`config.mk`:
```
export PLATFORM = sky130hd
export DESIGN_NAME = baud_tick_gen
export DESIGN_NICKNAME = d
export VERILOG_FILES = /design/src/rtl/baud_tick_gen.sv
export SDC_FILE = /design/constraint.sdc
export NUM_CORES = 1
export LEC_CHECK = 0
export ABC_AREA = 0
export CORE_UTILIZATION = 63
export DETAILED_ROUTE_END_ITERATION = 16
export PLACE_DENSITY = 0.85
export REMOVE_ABC_BUFFERS = 1
export SYNTH_ARGS = -nofsm -noshare
export SYNTH_HDL_FRONTEND = slang
export SYNTH_SLANG_ARGS = --single-unit
export TNS_END_PERCENT = 20
```
`constraint.sdc`:
```
create_clock -name clk -period 6.97 [get_ports clk]
set_clock_uncertainty 0.1 [all_clocks]
set_input_delay 1.394 -clock clk [delete_from_list [all_inputs] [get_ports clk]]
set_output_delay 1.394 -clock clk [all_outputs]
set_load 0.05 [all_outputs]
```
`src/rtl/baud_tick_gen.sv`:
```
// -----------------------------------------------------------------------------
// baud_tick_gen
// Programmable baud-rate tick generator with a small register interface.
// A divide counter produces an oversample tick (os_tick) every `divisor` clks.
// A second counter then divides that by OSR to produce bit_tick.
//
// Ports
//   clk       in   1  clock, all state on the rising edge
//   rst       in   1  asynchronous active-high reset
//   iocs      in   1  chip select; an access happens only while high
//   iorw      in   1  1 = read, 0 = write
//   ioaddr    in   2  00 status, 01 control, 10 divisor low, 11 divisor high
//   data_in   in   8  write data
//   data_out  out  8  combinational read data (0 when not reading)
//   os_tick   out  1  registered oversample tick, one-clk pulse
//   bit_tick  out  1  registered bit tick, coincides with every OSR-th os_tick
//   running   out  1  enable=1 and active divisor != 0
//
// Register map
//   00 R   {6'b0, running, enable}      (writes ignored)
//   01 RW  bit0 enable, bit1 restart (write-only, self-clearing)
//   10 RW  write: staging low byte;  read: active divisor[7:0]
//   11 RW  write: commit {data_in, staging}; read: active divisor[15:8]
// -----------------------------------------------------------------------------
module baud_tick_gen #(
  parameter int DIV_W     = 16,
  parameter int OSR       = 16,
  parameter int RESET_DIV = 325,
  parameter int RESET_EN  = 1
) (
  input  logic       clk,
  input  logic       rst,
  input  logic       iocs,
  input  logic       iorw,
  input  logic [1:0] ioaddr,
  input  logic [7:0] data_in,
  output logic [7:0] data_out,
  output logic       os_tick,
  output logic       bit_tick,
  output logic       running
);

  localparam int OS_W = $clog2(OSR);
  localparam logic [DIV_W-1:0] RST_DIV = DIV_W'(RESET_DIV);
  localparam logic [DIV_W-1:0] RST_CNT = (RST_DIV == '0) ? '0 : RST_DIV - 1'b1;
  localparam logic [OS_W-1:0]  OS_LAST = OS_W'(OSR - 1);
  localparam logic             RST_EN  = (RESET_EN != 0);

  logic [DIV_W-1:0] r_div;
  logic [7:0]       r_stage_lo;
  logic             r_en;
  logic [DIV_W-1:0] r_div_cnt;
  logic [OS_W-1:0]  r_os_cnt;
  logic             r_os_tick;
  logic             r_bit_tick;

  logic             w_wr;
  logic             w_wr_ctrl;
  logic             w_wr_lo;
  logic             w_wr_hi;
  logic             w_restart;
  logic             w_en_eff;
  logic             w_run;
  logic [DIV_W-1:0] w_new_div;
  logic [DIV_W-1:0] w_new_cnt;
  logic [DIV_W-1:0] w_reload;
  logic [15:0]      w_div16;

  assign w_wr      = iocs & ~iorw;
  assign w_wr_ctrl = w_wr & (ioaddr == 2'b01);
  assign w_wr_lo   = w_wr & (ioaddr == 2'b10);
  assign w_wr_hi   = w_wr & (ioaddr == 2'b11);
  assign w_restart = w_wr_ctrl & data_in[1];

  // Bits of the 16-bit value above DIV_W are simply dropped.
  assign w_new_div = DIV_W'({data_in, r_stage_lo});
  assign w_new_cnt = (w_new_div == '0) ? '0 : w_new_div - 1'b1;
  assign w_reload  = (r_div == '0) ? '0 : r_div - 1'b1;

  // A control write changes the enable seen by the counters on that same edge,
  // so a disable freezes the counters and keeps ticks low from the next cycle.
  assign w_en_eff  = w_wr_ctrl ? data_in[0] : r_en;
  assign w_run     = w_en_eff & (r_div != '0);

  always_ff @(posedge clk or posedge rst) begin
    if (rst) begin
      r_div      <= RST_DIV;
      r_stage_lo <= 8'h00;
      r_en       <= RST_EN;
      r_div_cnt  <= RST_CNT;
      r_os_cnt   <= '0;
      r_os_tick  <= 1'b0;
      r_bit_tick <= 1'b0;
    end else begin
      r_os_tick  <= 1'b0;
      r_bit_tick <= 1'b0;
      if (w_wr_lo) begin
        r_stage_lo <= data_in;
      end
      if (w_wr_ctrl) begin
        r_en <= data_in[0];
      end
      // Commit and restart both realign the phase and suppress the tick of
      // their own cycle; they cannot coincide since there is one access port.
      if (w_wr_hi) begin
        r_div     <= w_new_div;
        r_div_cnt <= w_new_cnt;
        r_os_cnt  <= '0;
      end else if (w_restart) begin
        r_div_cnt <= w_reload;
        r_os_cnt  <= '0;
      end else if (w_run) begin
        if (r_div_cnt == '0) begin
          r_div_cnt <= w_reload;
          r_os_tick <= 1'b1;
          if (r_os_cnt == OS_LAST) begin
            r_os_cnt   <= '0;
            r_bit_tick <= 1'b1;
          end else begin
            r_os_cnt <= r_os_cnt + 1'b1;
          end
        end else begin
          r_div_cnt <= r_div_cnt - 1'b1;
        end
      end
    end
  end

  assign os_tick  = r_os_tick;
  assign bit_tick = r_bit_tick;
  assign running  = r_en & (r_div != '0);
  assign w_div16  = 16'(r_div);

  always_comb begin
    data_out = 8'h00;
    if (iocs && iorw) begin
      case (ioaddr)
        2'b00:   data_out = {6'b0, running, r_en};
        2'b01:   data_out = {7'b0, r_en};
        2'b10:   data_out = w_div16[7:0];
        default: data_out = w_div16[15:8];
      endcase
    end
  end

endmodule

```
### Yosys cells after proc, flatten, opt, wreduce, memory -nomap -nowiden

Index checks and enable logic that the tools add are counted.

| operators by class | value |
|---|---|
| $mul | 0 |
| equality and inequality tests | 4 |
| bitwise operators | 8 |
| add/sub/neg operators | 4 |
| order comparisons | 0 |
| shift-type cells | 0 |
| muxes and demuxes | 23 |
| divide/modulo/power cells | 0 |
| reductions and logical operators | 9 |

Operators with widths:

| operator | number |
|---|---|
| 16-bit two-way mux | 6 |
| 16-bit zero test | 3 |
| 16-bit by 1-bit subtractor with 16-bit output, second input constant | 3 |
| 8-bit case mux with 3 select lines | 1 |
| 4-bit two-way mux | 5 |
| 16-bit nonzero test | 1 |
| 1-bit two-way mux | 10 |
| 8-bit two-way mux | 1 |
| 1-bit bitwise AND | 7 |
| 3-bit nonzero test | 2 |
| 4-bit by 1-bit adder with 4-bit output, second input constant | 1 |
| 2-bit equality test, second input constant | 2 |
| 4-bit equality test, second input constant | 1 |
| 2-bit by 1-bit equality test with 1-bit output, second input constant | 1 |
| 2-bit zero test | 1 |
| 2-bit AND reduction | 1 |
| 1-bit logical AND | 1 |
| 1-bit NOT | 1 |

| word-level totals | value |
|---|---|
| output and inout port bits | 11 |
| input port bits | 14 |
| latch bits | 0 |
| word-level logic and storage cells | 55 |
| ROM bits | 0 |
| memories | 0 |
| bits in writable memories | 0 |
| register bits after elaboration | 47 |

### Longest topological paths before layout

| logic depth | value |
|---|---|
| word-level depth | 8 |
| mapped depth | 10 |

### Worst setup path before layout

Ideal clock, no wire load.

| timing path | value |
|---|---|
| kind | input-to-output |
| start point | in ioaddr[0] |
| end point | out data_out[0] |
| required time | 5,476 ps |
| arrival | 3,339 ps |
| cell stages on the path | 4 |
| path slack | 2,137 ps |
| cells stage by stage | clkbuf_1 clkbuf_1 mux2i_1 a211oi_1 |

| between the ends | value |
|---|---|
| word-level cells in the longest chain between the ends | 3 |
| elaborated cells between the ends (all ways) | 5 |

RTL lines:

| item | RTL line | source |
|---|---|---|
| start, declared | 35 | `input logic [1:0] ioaddr,` |
| 2-bit equality test (tied with other cells) | 137 | `case (ioaddr)` |
| 8-bit case mux with 3 select lines (*) | 137 |  |
| 8-bit two-way mux (*) | 136 | `if (iocs && iorw) begin` |
| end, declared | 37 | `output logic [7:0] data_out,` |

Every way passes the cells marked *; elsewhere a longest branch is shown, timed or not.

### Worst setup path in the final report

| timing path | value |
|---|---|
| start point | in ioaddr[0] |
| end point | out data_out[1] |

The elaborated chain is that of the path after synthesis.

==> summary.md <==
| Metric | Value |
|---|---|
| Drt total wl | `8.78 mm` |
| Vias in the first global route | `2788` |
| Final routed DRC violation total | `0` |
| Largest net degree at the start of global routing | `48` |
| Clock Pin Slew Worst Setup and Hold Paths | `80 ps` |
| Post-synthesis sequential area ratio | `0.364` |
| Fin. max-slew vios | `0` |
| Setup repair bufs after CTS | `0` |
| TritonRoute pass-1 iters | `5` |
| Static leakage | `1.44 nW` |
| Post-synth cell types | `51` |
| Clk buf depth | `2` |
| Comb pwr share | `0.350` |
| H-tree depth | `2` |
| CTS tree | `built` |
| Antenna cells | `0` |
| Antenna Nets Post-Route | `0` |
| Switch Pwr | `0.000419 W` |
| CTS hold repair buffers | `0` |
| NumNets Final | `437` |
| Via-to-Cell Ratio | `6.33` |
| GPL Wtd Cong | `1.00` |
| CP startpoint kind | `input pin` |
| Initial antenna violation count | `0` |
| PnR Total Power | `0.00100 W` |
| CP Capture Type | `output port` |
| Critical Path AT | `3530 ps` |
| Synth warnings | `0` |
| M1 WL | `3.73 mm` |
| IO buf count | `24` |
| WL met3 | `733 um` |
| DRT iter0 DRCs | `288` |
| Max-Cap Viols | `0` |
| Count of final setup violators | `0` |
| Status | `finished, final reports clean` |
| Number of CTS-inserted buffers | `5` |
| Clock root buffer | `clkbuf_8` |
| P_int | `0.000583 W` |
| Non-filler cells, final | `484` |
| Sequential share of power | `0.467` |
| Total Routing Usage GR | `0.346` |
| Share of cells above drive strength 1 | `0.0791` |
| Site Rows | `25` |
| Final global-route overflow total | `0` |
| Hold Vio Cnt, Final | `0` |
| Peak supply drop | `0.182 mV` |
| RSZ-0062 raised after global routing | `false` |
| Switching share of power | `0.418` |
| # placed instances | `476` |
| IO Pins | `25` |
| FF-to-FF path depth | `8` |
| Top layer in use | `met4` |
| Hold Crit Depth | `2` |
| Seq cells post-synth | `47` |
| Fmax | `199 MHz` |
| Drt wl/cell | `18.1 um` |
| Area of the core | `4850 um^2` |
| DIE WIDTH | `73.9 um` |
| Area contributors post-synth | `dfrtp_1 (30%), nand2_1 (8.3%), dfstp_2 (6.5%), nor2_1 (5.8%), xor2_1 (5.4%)` |
| Metal2 WL | `4.18 mm` |
| Post-Syn Area | `3250 um^2` |
| Setup tns final | `0 ps` |
| Starting Density | `0.671` |
| Number of flops mapped to enable cells by yosys | `0` |
| Share of the synthesized area in the top cell type | `0.300` |
| Pwr dens | `279 nW/um^2` |
| Dpl hpwl | `6.32 mm` |
| Hold WC Path Type | `reg2reg` |
| Fin crit period | `5020 ps` |
| Final Cycle Share | `0.721` |
| Yosys top cell by area | `dfrtp_1` |
| Vias after detailed routing | `3063` |
| Die area | `5460 um^2` |
| PostCTS Resize Cnt | `0` |
| Avg Cell Area, Syn | `8.00 um^2` |
| Clk sinks | `47` |
| Maximum fanout along the worst path | `16` |
| Area growth syn-to-layout | `10.5%` |
| CP Data Required Time | `5480 ps` |
| Die Ht | `73.9 um` |
| Top-count cell post-synth | `nand2_1` |
| First-pass GRT wire length | `14.1 mm` |
| Rel. slew slack | `0.164` |
| Worst-Margin Slew | `1240 ps` |
| Synth cell count leaders | `nand2_1 (72), nor2_1 (50), dfrtp_1 (39), o21ai_0 (26), xor2_1 (20)` |
| Clk Latency, worst-skew pair | `320 ps` |
| Synth Flop Type | `dfrtp_1` |
| Clk network pwr share | `0.183` |
| Mapped Cells | `407` |
| Critical path type | `in2out` |
| Finished Core Util | `0.742` |
| Async S/R FF share, synth | `1.00` |
## metrics by stage
| stage | setup slack (ps) | instance area (um^2) | hold WS, ps |
|---|---|---|---|
| floorplan | 2760 | 3170 | 361 |
| global placement | 1990 | 3500 | 388 |
| global route | 1790 | 3600 | 428 |
| detailed placement | 1950 | 3500 | 395 |
| CTS | 1940 | 3600 | 408 |
| finish | 1950 | 3600 | 412 |
## layer usage
metal | global-route usage | vias up
li1 | - | 1461
met1 | 0.462 | 1438
met2 | 0.573 | 148
met3 | 0.0672 | 16
met4 | 0.0940 | 0
met5 | 0 | -
## sequential cells by signal, indices dropped and copies added (netlist names)
register,cells
bit_tick,1
r_os_cnt,4
r_stage_lo,8
r_div,16
r_en,1
os_tick,1
r_div_cnt,16
## worst max-delay path, stage by stage
cell and delay, ps:
clkdlybuf4s50_1 870, nand2_1 130, o21ai_0 110, nand2_1 80, a21oi_1 140, clkdlybuf4s50_1 810
## power groups by stage
stage          combinational, W  sequential (W)  clock [W]
2_1_floorplan          0.000263        0.000433          0
3_3_place_gp           0.000333        0.000463          0
3_5_place_dp           0.000343        0.000468          0
4_1_cts                0.000346        0.000463   0.000181
5_1_grt                0.000389        0.000476   0.000193
6_report               0.000350        0.000468   0.000183
## path summary, 6_finish.rpt
check,startpoint,end,slack [ps]
worst min-delay path,r_div[8]$_DFFE_PP1P_,r_div[8]$_DFFE_PP1P_,410
worst max-delay path,ioaddr[0],data_out[1],1950
worst max register to register,r_div_cnt[0]$_DFFE_PP0P_,r_div_cnt[7]$_DFFE_PP0P_,3850
max in group asynchronous,rst,r_div[9]$_DFFE_PP0P_,4630
min in group asynchronous,rst,r_os_cnt[2]$_DFFE_PP0P_,1520
worst min register to register,r_div[8]$_DFFE_PP1P_,r_div[8]$_DFFE_PP1P_,410
## cells by family (layout without fill, tap and decap cells)
| kind of cell | after synthesis | count (layout) | share of synthesized area |
|---|---|---|---|
| multiplexers | 16 | 16 | 0.0519 |
| AND/OR/NAND/NOR | 205 | 205 | 0.308 |
| adder cells (fa/ha/maj) | 7 | 7 | 0.0269 |
| XOR/XNOR | 30 | 30 | 0.0807 |
| flip-flops | 47 | 47 | 0.364 |
| AO/OA/AOI/OAI | 71 | 71 | 0.132 |
| buffers and inverters | 31 | 41 | 0.0365 |
## cell type report
cell class	instances	area, um^2
Inverter	8	30.0
Timing Repair Buffer	25	248
Clock buffer	6	82.6
Tap cell	67	83.8
Clock inverter	2	16.3
Fill cell	395	1250
Multi-Input combinational cell	329	1950
Sequential cell	47	1190
## layout by cell type (no fill, tap or decap), types with 3 or more instances in the layout
cell              n
a211oi_1          3
a21oi_1          18
a31oi_1           6
clkbuf_8          6
clkdlybuf4s50_1  24
dfrtp_1          39
dfstp_2           8
ha_1              7
inv_1             7
mux2_2            7
mux2i_1           9
nand2_1          72
nand3_1          14
nand3b_1          3
nand4_1          11
nand4b_1          3
nor2_1           50
nor2b_1           3
nor3_1           13
nor3b_1           3
nor4_1           11
o21ai_0          26
o32ai_1           4
or4_1             4
xnor2_1          10
xor2_1           20
No activity file was read; power rests on OpenSTA's default activity.
